--- src/rtl/ets_pkg.sv ---
`default_nettype none
// ============================================================================
// Module      : ets_pkg
// Description : Shared definitions for the equivalent-time-sampling blocks:
//               sweep sequencer state encoding, DRAIN length and the
//               accumulator data width.
// Revision    : 1.0 - initial release
// ============================================================================
package ets_pkg;

    // Accumulator count width, shared with the accumulator itself.
    localparam int ETS_DATA_W    = 32;

    // Cycles the sequencer holds ets_start low after each accumulate so the
    // accumulator can walk DONE -> CLR -> IDLE before the next start.
    localparam int ETS_DRAIN_CYC = 2;

    typedef enum logic [2:0] {
        ST_IDLE   = 3'd0,
        ST_SETTLE = 3'd1,
        ST_RUN    = 3'd2,
        ST_DRAIN  = 3'd3,
        ST_OUT    = 3'd4
    } ets_sweep_state_t;

endpackage
`default_nettype wire

--- src/rtl/ets_step_timer.sv ---
`default_nettype none
// ============================================================================
// Module      : ets_step_timer
// Description : Loadable down-counter with a zero flag. Load has priority over
//               decrement; the count holds at zero.
// Ports       : clk, rst_n (sync, active-low), load/load_val, dec, zero
// Revision    : 1.0 - initial release
// ============================================================================
module ets_step_timer #(
    parameter int CNT_W = 16
) (
    input  logic             clk,
    input  logic             rst_n,
    input  logic             load,
    input  logic [CNT_W-1:0] load_val,
    input  logic             dec,
    output logic             zero
);

    logic [CNT_W-1:0] r_count;

    always_ff @(posedge clk) begin
        if (!rst_n) begin
            r_count <= '0;
        end else if (load) begin
            r_count <= load_val;
        end else if (dec && (r_count != '0)) begin
            r_count <= r_count - CNT_W'(1);
        end
    end

    assign zero = (r_count == '0);

endmodule
`default_nettype wire

--- src/rtl/ets_sweep_ctrl.sv ---
`default_nettype none
// ============================================================================
// Module      : ets_sweep_ctrl
// Description : ETS sweep sequencer. Steps phase_sel through cfg_num_steps
//               phases; per phase: settle, run one accumulate (start/done),
//               drain, then emit (phase, count) on a valid/ready stream.
// Ports       : clk, rst_n (sync, active-low)
//               sweep_start/sweep_abort, cfg_num_steps/cfg_settle/cfg_timeout
//               phase_sel, ets_start, ets_done, ets_data   (accumulator side)
//               res_valid/res_ready/res_phase/res_data     (result stream)
//               busy, sweep_done, err_timeout, err_abort   (status)
// Revision    : 1.0 - initial release
// ============================================================================
module ets_sweep_ctrl
    import ets_pkg::*;
#(
    parameter int PHASE_W  = 8,
    parameter int SETTLE_W = 16,
    parameter int TMO_W    = 32
) (
    input  logic                  clk,
    input  logic                  rst_n,
    input  logic                  sweep_start,
    input  logic                  sweep_abort,
    input  logic [PHASE_W-1:0]    cfg_num_steps,
    input  logic [SETTLE_W-1:0]   cfg_settle,
    input  logic [TMO_W-1:0]      cfg_timeout,
    output logic [PHASE_W-1:0]    phase_sel,
    output logic                  ets_start,
    input  logic                  ets_done,
    input  logic [ETS_DATA_W-1:0] ets_data,
    output logic                  res_valid,
    input  logic                  res_ready,
    output logic [PHASE_W-1:0]    res_phase,
    output logic [ETS_DATA_W-1:0] res_data,
    output logic                  busy,
    output logic                  sweep_done,
    output logic                  err_timeout,
    output logic                  err_abort
);

    localparam int DRAIN_W = 2;

    ets_sweep_state_t      r_state, w_state_nxt;
    logic [PHASE_W-1:0]    r_num_steps;
    logic [SETTLE_W-1:0]   r_settle;
    logic [TMO_W-1:0]      r_timeout;
    logic [TMO_W-1:0]      r_wdog;
    logic                  r_abort_mark;
    logic [PHASE_W-1:0]    r_phase_sel;
    logic                  r_ets_start;
    logic                  r_res_valid;
    logic [PHASE_W-1:0]    r_res_phase;
    logic [ETS_DATA_W-1:0] r_res_data;
    logic                  r_busy;
    logic                  r_sweep_done;
    logic                  r_err_timeout;
    logic                  r_err_abort;

    logic                  w_accept, w_capture, w_set_tmo, w_set_abort;
    logic                  w_mark_set, w_phase_inc, w_done_nxt;
    logic                  w_settle_load, w_drain_load;
    logic                  w_settle_zero, w_drain_zero;
    logic [SETTLE_W-1:0]   w_settle_src, w_settle_ld_val;
    logic [TMO_W-1:0]      w_wdog_inc;
    logic                  w_wdog_hit;
    logic                  w_last_phase;

    // The settle timer is loaded with max(settle,1)-1 and RUN follows the
    // cycle in which it reads zero, giving exactly max(settle,1) SETTLE cycles.
    // On sweep start the configuration is not yet latched, so use the port.
    assign w_settle_src    = (r_state == ST_IDLE) ? cfg_settle : r_settle;
    assign w_settle_ld_val = (w_settle_src == '0) ? '0 : (w_settle_src - SETTLE_W'(1));

    // Saturating watchdog; the hit fires in the RUN cycle that brings the
    // count up to the programmed timeout.
    assign w_wdog_inc   = (&r_wdog) ? r_wdog : (r_wdog + TMO_W'(1));
    assign w_wdog_hit   = (r_timeout != '0) && (w_wdog_inc >= r_timeout);
    assign w_last_phase = (r_phase_sel == (r_num_steps - PHASE_W'(1)));

    ets_step_timer #(.CNT_W(SETTLE_W)) u_settle_timer (
        .clk      (clk),
        .rst_n    (rst_n),
        .load     (w_settle_load),
        .load_val (w_settle_ld_val),
        .dec      (r_state == ST_SETTLE),
        .zero     (w_settle_zero)
    );

    ets_step_timer #(.CNT_W(DRAIN_W)) u_drain_timer (
        .clk      (clk),
        .rst_n    (rst_n),
        .load     (w_drain_load),
        .load_val (DRAIN_W'(ETS_DRAIN_CYC - 1)),
        .dec      (r_state == ST_DRAIN),
        .zero     (w_drain_zero)
    );

    always_comb begin
        w_state_nxt   = r_state;
        w_accept      = 1'b0;
        w_capture     = 1'b0;
        w_set_tmo     = 1'b0;
        w_set_abort   = 1'b0;
        w_mark_set    = 1'b0;
        w_phase_inc   = 1'b0;
        w_done_nxt    = 1'b0;
        w_settle_load = 1'b0;
        w_drain_load  = 1'b0;
        case (r_state)
            ST_IDLE: begin
                if (sweep_start) begin
                    w_accept = 1'b1;
                    if (cfg_num_steps == '0) begin
                        w_done_nxt = 1'b1;
                    end else begin
                        w_state_nxt   = ST_SETTLE;
                        w_settle_load = 1'b1;
                    end
                end
            end
            ST_SETTLE: begin
                if (sweep_abort) begin
                    w_set_abort  = 1'b1;
                    w_mark_set   = 1'b1;
                    w_state_nxt  = ST_DRAIN;
                    w_drain_load = 1'b1;
                end else if (w_settle_zero) begin
                    w_state_nxt = ST_RUN;
                end
            end
            ST_RUN: begin
                if (sweep_abort) begin
                    w_set_abort  = 1'b1;
                    w_mark_set   = 1'b1;
                    w_state_nxt  = ST_DRAIN;
                    w_drain_load = 1'b1;
                end else if (w_wdog_hit) begin
                    w_set_tmo    = 1'b1;
                    w_mark_set   = 1'b1;
                    w_state_nxt  = ST_DRAIN;
                    w_drain_load = 1'b1;
                end else if (ets_done) begin
                    w_capture    = 1'b1;
                    w_state_nxt  = ST_DRAIN;
                    w_drain_load = 1'b1;
                end
            end
            ST_DRAIN: begin
                // An abort here still lets the drain run out, then drops the result.
                if (sweep_abort) begin
                    w_set_abort = 1'b1;
                    w_mark_set  = 1'b1;
                end
                if (w_drain_zero) begin
                    w_state_nxt = (r_abort_mark || sweep_abort) ? ST_IDLE : ST_OUT;
                end
            end
            ST_OUT: begin
                // res_valid is high throughout OUT, so res_ready alone completes
                // the transfer; a coincident abort takes effect after it.
                if (sweep_abort) begin
                    w_set_abort  = 1'b1;
                    w_mark_set   = 1'b1;
                    w_state_nxt  = ST_DRAIN;
                    w_drain_load = 1'b1;
                end else if (res_ready) begin
                    if (w_last_phase) begin
                        w_state_nxt = ST_IDLE;
                        w_done_nxt  = 1'b1;
                    end else begin
                        w_phase_inc   = 1'b1;
                        w_state_nxt   = ST_SETTLE;
                        w_settle_load = 1'b1;
                    end
                end
            end
            default: w_state_nxt = ST_IDLE;
        endcase
    end

    always_ff @(posedge clk) begin
        if (!rst_n) begin
            r_state       <= ST_IDLE;
            r_num_steps   <= '0;
            r_settle      <= '0;
            r_timeout     <= '0;
            r_wdog        <= '0;
            r_abort_mark  <= 1'b0;
            r_phase_sel   <= '0;
            r_ets_start   <= 1'b0;
            r_res_valid   <= 1'b0;
            r_res_phase   <= '0;
            r_res_data    <= '0;
            r_busy        <= 1'b0;
            r_sweep_done  <= 1'b0;
            r_err_timeout <= 1'b0;
            r_err_abort   <= 1'b0;
        end else begin
            r_state      <= w_state_nxt;
            r_ets_start  <= (w_state_nxt == ST_RUN);
            r_res_valid  <= (w_state_nxt == ST_OUT);
            r_busy       <= (w_state_nxt != ST_IDLE);
            r_sweep_done <= w_done_nxt;
            r_wdog       <= (r_state == ST_RUN) ? w_wdog_inc : '0;

            if (w_state_nxt == ST_IDLE) begin
                r_abort_mark <= 1'b0;
            end else if (w_mark_set) begin
                r_abort_mark <= 1'b1;
            end

            if (w_accept) begin
                r_num_steps   <= cfg_num_steps;
                r_settle      <= cfg_settle;
                r_timeout     <= cfg_timeout;
                r_phase_sel   <= '0;
                r_err_timeout <= 1'b0;
                r_err_abort   <= 1'b0;
            end
            if (w_set_tmo) begin
                r_err_timeout <= 1'b1;
            end
            if (w_set_abort) begin
                r_err_abort <= 1'b1;
            end
            if (w_capture) begin
                r_res_data  <= ets_data;
                r_res_phase <= r_phase_sel;
            end
            if (w_phase_inc) begin
                r_phase_sel <= r_phase_sel + PHASE_W'(1);
            end
        end
    end

    assign phase_sel   = r_phase_sel;
    assign ets_start   = r_ets_start;
    assign res_valid   = r_res_valid;
    assign res_phase   = r_res_phase;
    assign res_data    = r_res_data;
    assign busy        = r_busy;
    assign sweep_done  = r_sweep_done;
    assign err_timeout = r_err_timeout;
    assign err_abort   = r_err_abort;

endmodule
`default_nettype wire

--- config.mk ---
export PLATFORM = sky130hd
export DESIGN_NAME = ets_sweep_ctrl
export DESIGN_NICKNAME = d
export VERILOG_FILES = /design/src/rtl/ets_pkg.sv /design/src/rtl/ets_step_timer.sv /design/src/rtl/ets_sweep_ctrl.sv
export SDC_FILE = /design/constraint.sdc
export NUM_CORES = 1
export LEC_CHECK = 0
export CORE_ASPECT_RATIO = 0.7
export CORE_MARGIN = 10
export CORE_UTILIZATION = 30
export DETAILED_ROUTE_END_ITERATION = 8
export PLACE_DENSITY = 0.52
export SYNTH_ARGS = -nofsm -noshare
export SYNTH_HDL_FRONTEND = slang
export SYNTH_SLANG_ARGS = --single-unit
--- constraint.sdc ---
create_clock -name clk -period 4.2 [get_ports clk]
set_input_delay 0.84 -clock clk [delete_from_list [all_inputs] [get_ports clk]]
set_output_delay 0.84 -clock clk [all_outputs]
set_load 0.02 [all_outputs]
==> reports/metrics.cfg, run 1 <==
[floorplanning]
num_rows=51
dieArea_sq_mm=0.03586
core_sq_mm=0.02801
io_pins=148
die_y_um=161.5
start_util=0.3061
die_w_um=222.1

[route]
drt_iter0_markers=429
vias=7621
viasPerCell=4.854
routed_wl_um=26140
drt_pass1_iterations=5
drc=0
ant_nets=0
routedWlPerCell_um=16.65

[synth]
ys_warn_count=0
ys_seq_area_frac=0.3828
synth.avg_cell_area_sq_um=8.183
synth_nets=1180
synth_most_common_cell=nand2_1
synth_edf_count=0
yosys-top-cells-count=180 x nand2_1, 164 x dfxtp_1, 96 x nor2_1, 94 x a21oi_1, 52 x mux2i_1
yosysTopAreaCell=dfxtp_1
synth_top_cell_area_share=0.3828
synth_seq_cells=164
synth_cell_type_count=72
synth_cells=1048
syn_area_sq_mm=0.008576
synthArstFlopShare=0
yosys-top-cells-area=dfxtp_1 38%, nand2_1 7.9%, mux2i_1 6.1%
synth_ff_type=dfxtp_1

[timing]
setup_slack_ns=0.2380
min_period_ns=3.962
final_max_slew_viol_count=0
fin_skew_ns=0.01161
max_freq_ghz=0.2524
finalHoldViolCount=0
relSlewSlack=0.5417
period_share=0.9433
setup_violations=0
tightest_slew_ns=0.6875

[clocking]
htree_num_levels=4
clock-sinks=164
cts-root-buf=clkbuf_16
clk_pin_slew_ns=0.07
hold_buffers=0
clockBufferDepth=2
cts_tree=yes
clk_latency_ns=0.43
cts_buffers=17

[layout]
fin_nets=1318
utilization=0.3968
areaGrowthSynthToFinish_pct=29.62
final_area_sq_mm=0.01112
num_antenna_cells=0
drive_above_1_share=0.07256

[run_status]
outcome=finished, final reports clean

[critical_path]
end_kind=flip-flop
reg2reg_from=r_wdog[7]$_SDFF_PN0_
crit_path_start=r_wdog[7]$_SDFF_PN0_
cp.arrival_ns=4.27
cp-start-kind=flip-flop
cp.required_ns=4.51
reg2regPathDepth=19
rr_endpoint=res_phase[3]$_SDFFE_PN0P_
crit_type=reg2reg
crit_fanout=20
r2r_slack_ns=0.24

[grt]
grt_usage=0.1424
grt-ovfl-total=0
grt_max_degree=86
grt_antenna_before_repair=2
grt_pass1_wl_um=41680
grt_pass1_vias=7367

[place]
port_buffers=147
pre_cts_slack_ns=0.03200
gp_congestion=0.8252
hpwl_um=19310
post_dp_cell_area_sq_mm=0.01042

[hold_path]
hold_end=err_timeout$_SDFFE_PN0P_
hold_depth=2
hp-class=reg2reg
worstHoldStart=err_timeout$_SDFFE_PN0P_

[power]
p_leak_nw=4.175
p_total_w=0.005741
p_per_area_mw_per_mm2=516.5
vdd_drop_max_uv=260.8

[flow_run]
cap_viol_max_count=0

-- cell usage in the layout (no fill, tap or decap), types with 4 or more instances in the layout --
cell type / Yosys / final
and2_1: 7 / 7
clkinv_2: 0 / 4
xnor2_1: 30 / 29
a211oi_1: 4 / 4
and4_1: 10 / 9
nor2_1: 96 / 96
or4_1: 4 / 4
clkbuf_16: 0 / 18
inv_1: 48 / 47
nand4_1: 18 / 18
nor2b_1: 37 / 37
a21oi_1: 94 / 94
mux2i_1: 52 / 52
nor3_1: 30 / 28
buf_4: 0 / 13
a31oi_1: 7 / 6
o21ai_0: 15 / 15
nor4_1: 17 / 17
and3_1: 7 / 7
ha_1: 38 / 38
clkdlybuf4s50_1: 0 / 147
dfxtp_1: 164 / 161
nand3_1: 22 / 22
nand2b_1: 7 / 7
xor2_1: 41 / 40
or3_1: 8 / 8
nand2_1: 180 / 179
-- report_power, final --
part           total [W]  leakage (nW)  internal, W  switching, W
logic            0.00218          2.55     0.000899       0.00128
clock network    0.00156         0.288     0.000859      0.000697
registers        0.00201          1.33      0.00177      0.000236
total            0.00574          4.18      0.00353       0.00221
-- state kept, by name, indices dropped and copies added (netlist names) --
signal / count
u_drain_timer.r_count: 2
r_wdog: 32
r_settle: 16
res_valid: 1
r_num_steps: 8
res_phase: 8
phase_sel: 8
u_settle_timer.r_count: 16
busy: 1
r_abort_mark: 1
err_abort: 1
r_state: 3
res_data: 32
r_timeout: 32
err_timeout: 1
ets_start: 1
sweep_done: 1
-- stage by stage --
| step | hold slack [ns] | setup TNS [ns] | std cells |
|---|---|---|---|
| global placement | 0.4511 | 0 | 1534 |
| global route | 0.4902 | -1.743 | 1570 |
| detailed placement | 0.4543 | 0 | 1534 |
| finish | 0.4582 | 0 | 1570 |
| floorplan | 0.4478 | 0 | 1048 |
| CTS | 0.4645 | 0 | 1566 |
-- cell type report --
type | instances | area, sq um
timing repair buffer | 165 | 1660
clock buffer | 19 | 452.9
multi-input combinational | 790 | 4945
sequential | 164 | 3287
fill | 2843 | 16900
clock inverter | 13 | 123.9
tap | 371 | 464.2
inverter | 48 | 182.7
-- kinds of logic after synthesis --
family,share of synthesized area
AND/OR/NAND/NOR,0.2588
AO/OA/AOI/OAI,0.1189
adder cells (fa/ha/maj),0.05544
buffers and inverters,0.04815
multiplexers,0.06332
flip-flops,0.3828
XOR/XNOR,0.07251
-- worst max-delay path, cell delays in order (launching register included) --
cell and delay (ns):
dfxtp_1 0.38, and4_1 0.23, and4_2 0.28, nand4_1 0.18
o21bai_2 0.22, inv_1 0.11, and2_1 0.17, xor2_1 0.15
ha_1 0.30, a21oi_1 0.15, nor2_1 0.06, a211oi_1 0.18
a2bb2oi_1 0.28, a2111oi_2 0.12, buf_4 0.17, nor3_4 0.21
buf_12 0.14, buf_8 0.22, mux2i_1 0.21, nor2_1 0.05
-- repair_timing --
item                       4_1_cts  5_1_grt
pin swaps                        1        3
setup endpoints to repair        9       47
resized for setup                2       15
buffers inserted                 0        2
gates cloned                     0        2
-- how the worst max path moves through the flow --
stage	end	slack [ns]	cells past startpoint
finish	res_phase[3]$_SDFFE_PN0P_	0.24	19
global route	res_data[27]$_SDFFE_PN0P_	-0.07	19
CTS	res_phase[7]$_SDFFE_PN0P_	0.05	17
detailed placement	res_data[7]$_SDFFE_PN0P_	0.03	17
global placement	res_data[19]$_SDFFE_PN0P_	0.14	17
floorplan	res_phase[2]$_SDFFE_PN0P_	0.57	15
-- routing by layer --
metal / track usage / share of wire
met2: 0.1860 / 0.38
met1: 0.2072 / 0.53
met3: 0.05915 / 0.079
met4: 0.03145 / 0.0083
met5: 0 / 0.00054
Power figures use the tool's default switching activity.
==> run 2: changes to the inputs <==
PLACE_DENSITY = 0.54   (was 0.52)
clock period = 3.4 ns   (was 4.2 ns; I/O delays follow)
==> reports/metrics.cfg, run 2 (synthesis gave the netlist of run 1 again) <==
[place]
pre_cts_slack_ns=-0.6020  ; -0.6340 ns
hpwl_um=20460  ; +6.0%
port_buffers=147  ; unchanged
gp_congestion=0.8598  ; +4.2%

[critical_path]
critical_path.cell_chain=and4_4 -> and4_4 -> nand3_4 -> nor2_1 -> nand3b_1 -> buf_4 -> mux2_2 -> ha_1 -> a21oi_1 -> o21ai_1 -> a311oi_4 -> a2111oi_4 -> nor3_4 -> buf_12 -> buf_8 -> buf_12 -> mux2i_1 -> nor2_1
cp.required_ns=3.71  ; -0.80 ns
end_kind=flip-flop
cp-start-kind=flip-flop
cp_slowest_cell=dfxtp_2
crit_fanout=7  ; -65%
cp.arrival_ns=4.06  ; -0.21 ns
crit_type=reg2reg
slowest_delay_ns=0.33  ; -0.05 ns

[floorplanning]
dieArea_sq_mm=0.03586  ; unchanged
start_util=0.3061  ; unchanged
die_y_um=161.5  ; unchanged
core_sq_mm=0.02801  ; unchanged
die_w_um=222.1  ; unchanged
num_rows=51  ; unchanged
io_pins=148  ; unchanged

[clocking]
clockBufferDepth=2  ; unchanged
htree_num_levels=4  ; unchanged
clk_latency_ns=0.43  ; about the same
cts-root-buf=clkbuf_16
clock-sinks=164  ; unchanged
cts_buffers=17  ; unchanged
cts_tree=yes
clk_pin_slew_ns=0.07  ; about the same
hold_buffers=0  ; unchanged

[timing]
tightest_slew_ns=0.6089  ; -0.07857 ns
setup_slack_ns=-0.3474  ; -0.5854 ns
period_share=1.102  ; +0.1589
max_freq_ghz=0.2669  ; +5.7%
min_period_ns=3.747  ; -0.2146 ns
fin_tns_setup_ns=-14.56  ; -14.56 ns
setup_violations=47  ; +47
final_max_slew_viol_count=0  ; unchanged
rsz0062_at_grt=true
finalHoldViolCount=0  ; unchanged
relSlewSlack=0.5836  ; +0.04188
fin_skew_ns=0.01056  ; -0.001051 ns

[layout]
final_common_cell=nand2_1
fill_cells=2769  ; -2.6%
areaGrowthSynthToFinish_pct=40.52
final_cell_mix=178 x nand2_1, 154 x dfxtp_1, 147 x clkdlybuf4s50_1
fin_nets=1402  ; +6.4%
drive_above_1_share=0.1535  ; +0.08099
num_antenna_cells=0  ; unchanged

[grt]
grt_antenna_before_repair=0  ; -2
grt_usage=0.1501  ; +0.007656
grt-ovfl-total=0  ; unchanged
grt_pass1_vias=7931  ; +7.7%
grt_pass1_wl_um=43940  ; +5.4%
grt_max_degree=68  ; -21%

[flow_run]
cap_viol_max_count=0  ; unchanged

[route]
routedWlPerCell_um=16.49  ; -0.99%
ant_nets=0  ; unchanged
viasPerCell=4.816  ; -0.78%
drt_iter0_markers=386  ; -10%
drt_pass1_iterations=5  ; unchanged
routed_wl_um=27270  ; +4.3%
vias=7966  ; +4.5%
drc=0  ; unchanged

[run_status]
violations=setup timing
outcome=finished with violations

[hold_path]
hp-class=reg2reg

[power]
p_leak_nw=4.650  ; +11%
p_per_area_mw_per_mm2=616.1  ; +19%
vdd_drop_max_uv=345.7  ; +33%

run 2: cell types whose count changed in the layout (fill, tap and decap cells not counted), sizes merged:
cell / change
buf: +85
inv: -4
bufinv: +3
clkbuf: +3
clkinv: -3
run 2: path summary, 6_finish.rpt:
path                          startpoint                          end  slack (ns)  cells after the start
min          r_num_steps[7]$_SDFFE_PN0P_  r_num_steps[7]$_SDFFE_PN0P_        0.47                      2
max                 r_wdog[9]$_SDFF_PN0_    res_data[23]$_SDFFE_PN0P_       -0.35                     18
max reg2reg         r_wdog[9]$_SDFF_PN0_    res_data[23]$_SDFFE_PN0P_       -0.35                     18
min reg2reg  r_num_steps[7]$_SDFFE_PN0P_  r_num_steps[7]$_SDFFE_PN0P_        0.47                      2
run 2: cell type report:
class / instances / area, sq um / area share
clock inverters: 9 / 151.4 / 0.01256
clock buffers: 23 / 457.9 / 0.03800
flip-flops and latches: 164 / 3296 / 0.2735
repair buffers: 249 / 2415 / 0.2004
multi-input cells: 790 / 5084 / 0.4219
inverters: 48 / 182.7 / 0.01516
well taps: 371 / 464.2 / 0.03852
run 2: what timing repair did:
action,in CTS,in global routing
pin swaps,37,18
resized for setup,45,16
cloned,4,0
endpoints found under the setup margin,47,47
buffers inserted,13,6
run 2: through the flow:
stage	hold WS [ns]	util	instances	total power [W]	area (sq um)
after floorplan	0.4478	-	1048	0.004382	8601
after global placement	0.4463	0.3909	1601	0.005240	10950
after detailed placement	0.4543	0.3909	1601	0.005265	10950
after CTS	0.4640	0.4270	1649	0.007482	11960
after global routing	0.5078	0.4302	1654	0.007920	12050
final	0.4723	0.4302	1654	0.007425	12050
run 2: critical path, delay by kind of cell, from the launching register on:
family / cells / cell delay [ns]
buffers and inverters: 4 / 0.66
adders and majority gates: 1 / 0.27
and+or+nand+nor: 7 / 1.23
muxes: 2 / 0.45
DFF: 1 / 0.33
AOI/OAI and AO/OA: 4 / 0.66
run 2: power breakdown:
group | switching [W] | internal, W
logic | 0.00165 | 0.00125
clock network | 0.000816 | 0.00125
registers | 0.000278 | 0.00219
run 2: metal layers:
layer,share of wire,up-vias,GRT usage
li1,-,4052,-
met1,0.50,3706,0.2055
met3,0.085,13,0.06240
met4,0.0081,0,0.03269
met2,0.40,195,0.2128
met5,0,-,0
==> run 3: changes to the inputs <==
SYNTH_HIERARCHICAL = 1   (was not set)
==> reports/metrics.cfg, run 3 <==
[run_status]
outcome=finished with violations
violations=setup timing

[grt]
use_met1=0.2258  ; +0.02031
grt_usage=0.1493  ; -0.0007870
busiest_layer=met1
grt_antenna_before_repair=1  ; +1
grt-ovfl-total=0  ; unchanged
grtUsageMet3=0.03476  ; -0.02764
grt_pass1_vias=7873  ; -0.73%
grt_pass1_wl_um=44170  ; +0.53%
grt_max_degree=83  ; +22%
grt_use_met2=0.2051  ; -0.007702

[route]
drt_iter0_markers=585  ; +52%
ant_nets=0  ; unchanged
drt_pass1_iterations=5  ; unchanged
routed_wl_um=27590  ; +1.2%
vias=8207  ; +3.0%
routedWlPerCell_um=16.26  ; -1.4%
viasPerCell=4.836  ; +0.41%
drc=0  ; unchanged

[timing]
finalHoldViolCount=0  ; unchanged
tightest_slew_ns=0.8246  ; +0.2157 ns
rsz0062_at_grt=true
period_share=1.089  ; -0.01341
relSlewSlack=0.4494  ; -0.1341
max_freq_ghz=0.2701  ; +1.2%
final_max_slew_viol_count=0  ; unchanged
min_period_ns=3.702  ; -0.04560 ns
setup_violations=45  ; -4.3%
fin_skew_ns=0.009238  ; -0.001317 ns
setup_slack_ns=-0.3018  ; +0.04560 ns

[floorplanning]
io_pins=148  ; unchanged
die_w_um=225.1  ; +1.4%
dieArea_sq_mm=0.03683  ; +2.7%
core_sq_mm=0.02895  ; +3.4%
num_rows=52  ; +2.0%
die_y_um=163.6  ; +1.3%
start_util=0.3052  ; -0.0009034

[clocking]
clk_latency_ns=0.43  ; about the same
cts_tree=yes
clock-sinks=164  ; unchanged
clk_pin_slew_ns=0.07  ; about the same
htree_num_levels=4  ; unchanged
cts-root-buf=clkbuf_16
hold_buffers=0  ; unchanged
cts_buffers=17  ; unchanged
clockBufferDepth=2  ; unchanged

[power]
power_frac_seq=0.405  ; +0.073
p_leak_nw=4.742  ; +2.0%
clock_power_share=0.360  ; +0.082
p_total_w=0.005346  ; -28%
p_per_area_mw_per_mm2=435.7  ; -29%
swShare=0.3141  ; -0.05500
vdd_drop_max_uv=346.7  ; +0.29%
power.internal_w=0.003667  ; -22%
combPwrFrac=0.235  ; -0.154
p_sw_w=0.001679  ; -39%

[synth]
ys_seq_area_frac=0.3715  ; -0.01133
synth_most_common_cell=nand2_1
synth_cells=1101  ; +5.1%
syn_area_sq_mm=0.008837  ; +3.0%
synth_seq_cells=164  ; unchanged
ys_warn_count=6  ; +6
yosys-top-cells-area=dfxtp_1 37%, nand2_1 10%, mux2i_1 6.6%
yosys-top-cells-count=241 x nand2_1, 164 x dfxtp_1, 94 x a21oi_1, 58 x mux2i_1, 46 x inv_1
synth_cell_type_count=76  ; +5.6%
yosysTopAreaCell=dfxtp_1
synth_edf_count=0  ; unchanged
synthArstFlopShare=0  ; unchanged
synth_ff_type=dfxtp_1
synth_nets=1233  ; +4.5%
synth.avg_cell_area_sq_um=8.027  ; -1.9%
synth_top_cell_area_share=0.3715  ; -0.01133

[place]
port_buffers=147  ; unchanged
gp_congestion=0.8138  ; -5.4%
hpwl_um=20860  ; +1.9%

[critical_path]
crit_type=reg2reg
critical_path.cell_chain=and4_4 -> nand4_1 -> nor4_2 -> buf_4 -> xor2_4 -> ha_4 -> nand2b_4 -> a2111oi_4 -> nor4_2 -> o41a_1 -> buf_6 -> o41ai_4 -> o21ai_1 -> inv_1 -> o211ai_1 -> a21boi_1
cp.required_ns=3.76  ; +0.05 ns
crit_fanout=8  ; +1
cp-start-kind=flip-flop
cp.arrival_ns=4.07  ; about the same
end_kind=flip-flop
cp_slowest_cell=o41a_1
cpMostUsedCell=nor4_2
slowest_delay_ns=0.41  ; +0.08 ns

[layout]
final_common_cell=nand2_1
drive_above_1_share=0.1516  ; -0.001916
utilization=0.4239  ; -0.006312
num_antenna_cells=0  ; unchanged
fin_nets=1439  ; +2.6%
final_cell_mix=239 x nand2_1, 151 x dfxtp_1, 146 x clkdlybuf4s50_1
areaGrowthSynthToFinish_pct=38.86

[hold_path]
hp-class=reg2reg

[flow_run]
cap_viol_max_count=0  ; unchanged

==> run 3: final cells by class <==
cell class,count,area [sq um]
Inverter,47,176.4
Clock inverter,11,117.6
Multi-Input combinational cell,835,5435
Clock buffer,20,456.7
Tap cell,378,473.0
Fill cell,2892,16680
Timing Repair Buffer,242,2313
Sequential cell,164,3299
==> run 3: kinds of logic (layout without fill, tap and decap cells) <==
kind of cell	count (synthesis)	count (layout)	share of synthesized area
adder cells (fa/ha/maj)	38	38	0.05380
flip-flops	164	164	0.3715
multiplexers	60	60	0.06824
other	2	2	0.0008498
buffers and inverters	102	320	0.04601
AND/OR/NAND/NOR	491	491	0.2711
XOR/XNOR	63	63	0.06244
AO/OA/AOI/OAI	181	181	0.1260
==> run 3: critical path: cells and delay by family, from the launching register on <==
family	cells	cell delay, ns
AOI/OAI and AO/OA	6	1.46
xor gates and xnor gates	1	0.19
buffers and inverters	3	0.49
and+or+nand+nor	5	0.95
DFF	1	0.33
adders and majority gates	1	0.22
==> run 3: layer usage <==
metal  share of wire  up-vias
li1                -     4219
met1            0.55     3818
met2            0.39      150
met3           0.042       18
met4          0.0098        2
met5         0.00047        -
==> run 3: final timing paths <==
check	from	endpoint	slack, ns	depth (start not counted)
worst max-delay path	r_wdog[23]$_SDFF_PN0_	u_drain_timer/r_count[1]$_SDFFE_PN0P_	-0.30	16
worst min-delay path	r_settle[5]$_SDFFE_PN0P_	r_settle[5]$_SDFFE_PN0P_	0.45	2
worst max register to register	r_wdog[23]$_SDFF_PN0_	u_drain_timer/r_count[1]$_SDFFE_PN0P_	-0.30	16
worst min register to register	r_settle[5]$_SDFFE_PN0P_	r_settle[5]$_SDFFE_PN0P_	0.45	2
==> run 3: through the flow <==
stage	instance area [sq um]	hold slack (ns)	setup WS (ns)	cells	TNS [ns]
finish	12270	0.4543	-0.3018	1697	-7.513
global route	12270	0.4784	-0.4545	1697	-14.87
CTS	12080	0.4571	-0.2294	1689	-6.910
detailed placement	11250	0.4476	-0.3839	1648	-13.72
global placement	11250	0.4412	-0.2874	1648	-11.60
floorplan	8924	0.4338	-0.1789	1101	-2.718
==> run 3: power by group through the flow <==
| stage | logic (W) | registers, W | clock network (W) |
|---|---|---|---|
| floorplan | 0.000803 | 0.00218 | 0 |
| global placement | 0.00120 | 0.00220 | 0 |
| detailed placement | 0.00120 | 0.00221 | 0 |
| CTS | 0.00124 | 0.00216 | 0.00197 |
| global route | 0.00140 | 0.00218 | 0.00206 |
| finish | 0.00126 | 0.00216 | 0.00192 |
==> run 3: what timing repair did <==
action | 4_1_cts | 5_1_grt
gates resized for setup | 26 | 24
buffers inserted | 8 | 8
setup endpoints to repair | 46 | 46
pin swaps | 10 | 25
gates cloned | 2 | 1
